File: config.mk
export PLATFORM = sky130hd
export DESIGN_NAME = layer4_maxpool_ctrl
export DESIGN_NICKNAME = d
export VERILOG_FILES = /design/src/rtl/layer4_maxpool_ctrl.sv
export SDC_FILE = /design/constraint.sdc
export NUM_CORES = 1
export LEC_CHECK = 0
export CAP_MARGIN = 25
export CORE_AREA = 4 4 163 165
export DETAILED_ROUTE_END_ITERATION = 12
export DIE_AREA = 0 0 167 169
export HOLD_SLACK_MARGIN = 0.15
export PLACE_DENSITY = 0.89
export SLEW_MARGIN = 30
export SYNTH_ARGS = -nofsm -noshare
export SYNTH_HDL_FRONTEND = slang
export SYNTH_SLANG_ARGS = --single-unit
File: constraint.sdc
create_clock -name clk -period 5.8 [get_ports clk]
set_input_delay 1.16 -clock clk [delete_from_list [all_inputs] [get_ports clk]]
set_output_delay 1.16 -clock clk [all_outputs]
set_load 0.02 [all_outputs]
File: src/rtl/layer4_maxpool_ctrl.sv
// 2x2 max-pool scanner over the layer-3 result memory.
// Emits one lane-wise signed-max word per window, row-major.
module layer4_maxpool_ctrl #(
  parameter int DATA_W   = 128,
  parameter int LANE_W   = 16,
  parameter int IN_WIDTH = 8
) (
  input  logic              clk,
  input  logic              rst,
  input  logic              start,
  output logic              busy,
  output logic              done,
  output logic              mem_read_signal,
  output logic [15:0]       read_row_addr,
  output logic [15:0]       read_col_addr,
  input  logic [DATA_W-1:0] mem_rdata,
  output logic              out_valid,
  input  logic              out_ready,
  output logic [DATA_W-1:0] out_data,
  output logic [15:0]       out_row,
  output logic [15:0]       out_col
);

  localparam int LANES = DATA_W / LANE_W;
  localparam logic [15:0] LAST = 16'(IN_WIDTH / 2 - 1);

  typedef enum logic [2:0] {
    S_IDLE,
    S_RD0,
    S_RD1,
    S_RD2,
    S_RD3,
    S_EMIT,
    S_DONE
  } state_t;

  state_t state, state_nx;
  logic [15:0] wr, wr_nx;
  logic [15:0] wc, wc_nx;
  logic [DATA_W-1:0] acc, acc_nx;
  logic [DATA_W-1:0] max_w;
  logic [15:0] row0, col0;

  assign row0 = wr << 1;
  assign col0 = wc << 1;

  // Ties keep the accumulator lane; lanes never interact.
  for (genvar g = 0; g < LANES; g++) begin : g_lane
    logic signed [LANE_W-1:0] a, b;
    assign a = acc[g*LANE_W +: LANE_W];
    assign b = mem_rdata[g*LANE_W +: LANE_W];
    assign max_w[g*LANE_W +: LANE_W] = (b > a) ? b : a;
  end

  always_ff @(posedge clk or posedge rst) begin
    if (rst) begin
      state <= S_IDLE;
      wr    <= '0;
      wc    <= '0;
      acc   <= '0;
    end else begin
      state <= state_nx;
      wr    <= wr_nx;
      wc    <= wc_nx;
      acc   <= acc_nx;
    end
  end

  always_comb begin
    state_nx        = state;
    wr_nx           = wr;
    wc_nx           = wc;
    acc_nx          = acc;
    busy            = (state != S_IDLE);
    done            = 1'b0;
    mem_read_signal = 1'b0;
    read_row_addr   = '0;
    read_col_addr   = '0;
    out_valid       = 1'b0;
    out_data        = '0;
    out_row         = '0;
    out_col         = '0;
    unique case (state)
      S_IDLE: begin
        wr_nx = '0;
        wc_nx = '0;
        if (start) state_nx = S_RD0;
      end
      S_RD0: begin
        mem_read_signal = 1'b1;
        read_row_addr   = row0;
        read_col_addr   = col0;
        acc_nx          = mem_rdata;
        state_nx        = S_RD1;
      end
      S_RD1: begin
        mem_read_signal = 1'b1;
        read_row_addr   = row0;
        read_col_addr   = col0 | 16'd1;
        acc_nx          = max_w;
        state_nx        = S_RD2;
      end
      S_RD2: begin
        mem_read_signal = 1'b1;
        read_row_addr   = row0 | 16'd1;
        read_col_addr   = col0;
        acc_nx          = max_w;
        state_nx        = S_RD3;
      end
      S_RD3: begin
        mem_read_signal = 1'b1;
        read_row_addr   = row0 | 16'd1;
        read_col_addr   = col0 | 16'd1;
        acc_nx          = max_w;
        state_nx        = S_EMIT;
      end
      S_EMIT: begin
        out_valid = 1'b1;
        out_data  = acc;
        out_row   = wr;
        out_col   = wc;
        if (out_ready) begin
          if (wc < LAST) begin
            wc_nx    = wc + 16'd1;
            state_nx = S_RD0;
          end else begin
            wc_nx = '0;
            if (wr < LAST) begin
              wr_nx    = wr + 16'd1;
              state_nx = S_RD0;
            end else begin
              state_nx = S_DONE;
            end
          end
        end
      end
      S_DONE: begin
        done     = 1'b1;
        state_nx = S_IDLE;
      end
      default: state_nx = S_IDLE;
    endcase
  end

endmodule

==> Word level (Yosys, flattened, before mapping) <==
Index checks and enable logic that the tools add are counted.
{ "op_classes": {"addsub": 2, "n_mul": 0, "div": 0, "n_lt_le_gt_ge": 10, "eq_ne": 18, "shift": 0, "n_mux": 29, "n_bitwise": 0, "n_reduce_logical": 21} }
{ "op_table": {"columns": ["operator", "count"], "rows": [
  ["one-hot mux 128 bit (2 select lines)", 1],
  ["two-way mux 16 bit", 15],
  ["greater-than comparator 16 bit", 8],
  ["two-way mux 128 bit", 1],
  ["one-hot mux 16 bit (2 select lines)", 4],
  ["adder 16 x 1 -> 16 bit (second input constant)", 2],
  ["< comparator 16 x 2 -> 1 bit (second input constant)", 2],
  ["AND reduction 2 bit", 10],
  ["one-hot mux 3 bit (6 select lines)", 1],
  ["!= test 2 x 1 -> 1 bit (second input constant)", 8],
  ["two-way mux 3 bit", 4],
  ["equality test 3 bit (second input constant)", 3],
  ["!= test 2 bit (second input constant)", 4],
  ["OR reduction 2 bit", 4],
  ["equality test 3 x 2 -> 1 bit (second input constant)", 2],
  ["AND reduction 4 bit", 1],
  ["nonzero test 2 bit", 2],
  ["OR reduction 4 bit", 1],
  ["equality test 3 x 1 -> 1 bit (second input constant)", 1],
  ["logical NOT 3 bit", 1],
  ["two-way mux 1 bit", 3],
  ["nonzero test 3 bit", 1],
  ["OR reduction 3 bit", 1]
]} }
{ "totals": {"regBits": 163, "latch_bits": 0, "ram_bits": 0, "romBits": 0, "output_inout_bits": 196, "memories": 0} }

==> Depth between registers and ports, before layout <==
{ "logic_depth": {"depth_word": 5, "mapped_depth": 9, "mapped_depth_nobuf": 8} }

==> Least setup slack after synthesis <==
OpenSTA, ideal clock, no wires.
{ "synth_path": {"path_kind": "input to register", "startpoint": "input mem_rdata[47]", "endpoint": "register acc[32]", "arrival_ps": 3216, "required_ps": 5675, "path_slack_ps": 2459, "path_stages": 8, "cell_sequence": "ha_1 -> nand4_1 -> or4_1 -> a21o_1 -> a311o_1 -> o211ai_4 -> buf_12 -> mux2_4"} }
{ "synth_between": {"elab_chain_cells": 3} }
{ "synth_rtl": {"columns": ["element", "line_no", "text"], "rows": [
  ["start, declared", "16", "input logic [DATA_W-1:0] mem_rdata,"],
  ["greater-than comparator 16 bit", "52", "assign max_w[g*LANE_W +: LANE_W] = (b > a) ? b : a;"],
  ["!= test 2 x 1 -> 1 bit (no line)", null, null],
  ["AND reduction 2 bit (no line)", null, null],
  ["end signal, assigned", "65", "acc <= acc_nx;"],
  ["end, declared", "40", "logic [DATA_W-1:0] acc, acc_nx;"]
]} }
No other way between the ends.
A chain may end at the register's enable or synchronous reset.

==> Worst setup path after layout <==
{ "layout_path": {"startpoint": "register state[2]", "endpoint": "output out_data[76]"} }
{ "layout_between": {"elab_chain_cells": 2} }
{ "layout_rtl": {"columns": ["element", "line_no", "text"], "rows": [
  ["start, declared", "37", "state_t state, state_nx;"],
  ["start signal, assigned", "62", "state <= state_nx;"],
  ["equality test 3 bit", "83", "unique case (state)"],
  ["two-way mux 128 bit", "83", null],
  ["end, declared", "19", "output logic [DATA_W-1:0] out_data,"]
]} }
No other way between the ends.

==> results.cfg <==
[clocking]
cts_buffers = 17
post_cts_buffers = 0
ctsResizeCount = 0
h-tree-depth = 4
cts_sinks = 163
clockBufferDepth = 2
clk_latency_ns = 0.43
clk_pin_slew_worst_paths_ns = 0.07
cts_tree = built
cts_root_buf = clkbuf_16
cts_hold_buf = 0

[sta]
hold_viol = 0
post-route-period-util_pct = 75.7
setup_viol = 0
fin_worst_skew_ns = 0.0202
max-slew-margin-rel_pct = 40.7
fmax_mhz = 228
final.setup.tns_ns = 0
tightest_slew_ns = 0.888
fin_crit_ns = 4.39
fin_hold_ws_ns = 0.506
rsz0062_at_grt = no
slew_violations = 0

[hold_path]
hold_path.startpoint = acc[31]$_DFFE_PP0P_
min_path_cells = 1
hold_end = acc[31]$_DFFE_PP0P_
min_path_type = register to register

[cells_and_area]
nFillCells = 2045
num-nets-final = 1717
layout_common_cells = 327 x clkdlybuf4s50_1, 179 x nor2_1, 163 x dfrtp_1
area.sequential_mm2 = 0.00408
multiInputGateArea_mm2 = 0.00608
area_growth_pct = 38.2
drive_above_1_share_pct = 12.4
final_common_cell = clkdlybuf4s50_1

[synthesis]
yosysTopAreaCell = dfrtp_1
synth_edf_count = 0
netlist-cell-type-count = 47
netlist_area_mm2 = 0.0109
synthArstFlopShare_pct = 100
synth_nets = 1398
syn-instance-count = 1136
synth-main-ff-cell = dfrtp_1
synth-seq-cells = 163
synth_area_leaders = dfrtp_1 37%, ha_1 15%, mux2_2 12%
avgSynthCellArea_um2 = 9.59
ys_seq_area_share_pct = 37.4
synth_top_area_share_pct = 37.4
synth_warnings = 0

[drt]
drtIter0Drc = 604
wl_per_cell_um = 17.5
vias = 9429
detail-route-antenna-nets = 0
drc = 0
firstDrtPassIters = 5
routed_wl_mm = 31.5
detail_route.vias_per_cell = 5.24

[worst_setup_path]
path_class = register to output pin
reg2reg_to = acc[103]$_DFFE_PP0P_
reg2reg_depth = 8
end_kind = output pin
startpoint_type = register
crit_fanout = 47
worst-endpoint-required_ns = 4.64
r2r_start = acc[111]$_DFFE_PP0P_
r2r_setup_slack_ns = 2.73
arrival_ns = 3.23

[placed_design]
portBuffers = 327
hpwl_mm = 24.6
gp_congestion = 0.901

[global_routing]
antenna_found_initial = 4
grt_usage_pct = 22.1
grt_pass1_vias = 9993
grt-ovfl-total = 0
grt_pass1_wl_mm = 51.2
grt_max_degree = 103

[floorplan]
boundaryPins = 328
row_count = 58
fp.coreArea_mm2 = 0.0250
die_y_um = 169
initial_core_util_pct = 43.5
die_x_um = 167
die_area_mm2 = 0.0282

[power_and_ir_drop]
total_power_mw = 7.03
p_per_area_mw_per_mm2 = 467
ir_drop_v = 0.000242
power.leakage_nw = 6.87

[run_status]
status = finished, final reports clean

[job]
maxCapViolCount = 0
[synth_stat cells, types with 2 or more instances]
library cell,count
a21boi_1,5
inv_1,144
o21ai_0,23
clkbuf_1,25
buf_2,2
buf_6,8
dfrtp_1,163
nor2_1,179
o211ai_1,7
xnor2_1,3
and3_1,4
nand4_1,22
nand3_1,12
a31oi_1,10
a211o_1,7
o32a_1,6
a21oi_1,66
ha_1,130
nor3b_1,8
mux2_4,10
or4_1,2
mux2_2,118
nand2_1,32
and4_1,8
nor2b_1,11
nor4_1,12
a21o_1,2
o31ai_4,6
o21bai_1,8
nor3_1,13
and2_1,69
a41oi_1,6
[registers in the layout, indices dropped and copies added (netlist names)]
signal	flops
state	3
wr	16
acc	128
wc	16
[where the power goes]
| group | switching (mW) | internal (mW) |
|---|---|---|
| Sequential | 0.284 | 1.64 |
| Combinational | 2.07 | 1.93 |
| Clock | 0.493 | 0.600 |
[metrics by stage]
step	cell area, um^2	instances	utilization, %	worst slack [ns]
2_1_floorplan	10900	1136	-	0.235
3_3_place_gp	14400	1763	57.7	1.61
3_5_place_dp	14500	1765	57.8	1.53
4_1_cts	15000	1794	60.0	1.35
5_1_grt	15000	1798	60.1	1.22
6_report	15000	1798	60.1	1.41
[routing by layer]
metal	routed length, um	vias to the layer above	track usage [%]	share of wire (%)
li1	-	4526	-	-
met1	13000	4493	26.6	41
met2	15300	362	38.1	49
met3	2300	48	6.19	7.3
met4	886	0	7.72	2.8
met5	0	-	0	0
[worst max-delay path: stages (launching register included)]
cell,delay (ns)
dfrtp_1,0.72
nand3_4,0.46
buf_4,0.46
buf_12,0.26
nor2_1,0.20
clkdlybuf4s50_1,0.65
[layout make-up]
class | count | area share (%)
clock buffer | 18 | 2.92
timing repair buffer | 337 | 22.4
multi-input combinational | 792 | 40.4
clock inverter | 11 | 0.723
antenna | 3 | 0.0499
tap | 330 | 2.74
sequential | 163 | 27.1
inverter | 144 | 3.64
[worst max-delay path by stage]
stage	cells after the start	slack, ns	end	from
after floorplan	1	0.24	acc[0]$_DFFE_PP0P_	rst
after global placement	4	1.61	out_data[96]	state[2]$_DFFE_PP0P_
after detailed placement	8	1.53	acc[103]$_DFFE_PP0P_	mem_rdata[111]
after CTS	5	1.35	out_data[28]	state[2]$_DFFE_PP0P_
after global routing	5	1.22	out_data[28]	state[2]$_DFFE_PP0P_
final	5	1.41	out_data[76]	state[2]$_DFFE_PP0P_
[cells by family after synthesis]
group,Yosys count,share of synthesized area [%]
flops,163,37.4
fa+ha+maj,130,14.9
buf+inv,181,7.00
xor+xnor,3,0.241
mux,129,13.7
simple gates,376,17.0
compound gates,154,9.76
Note: power is estimated with default switching activity, not from simulation.
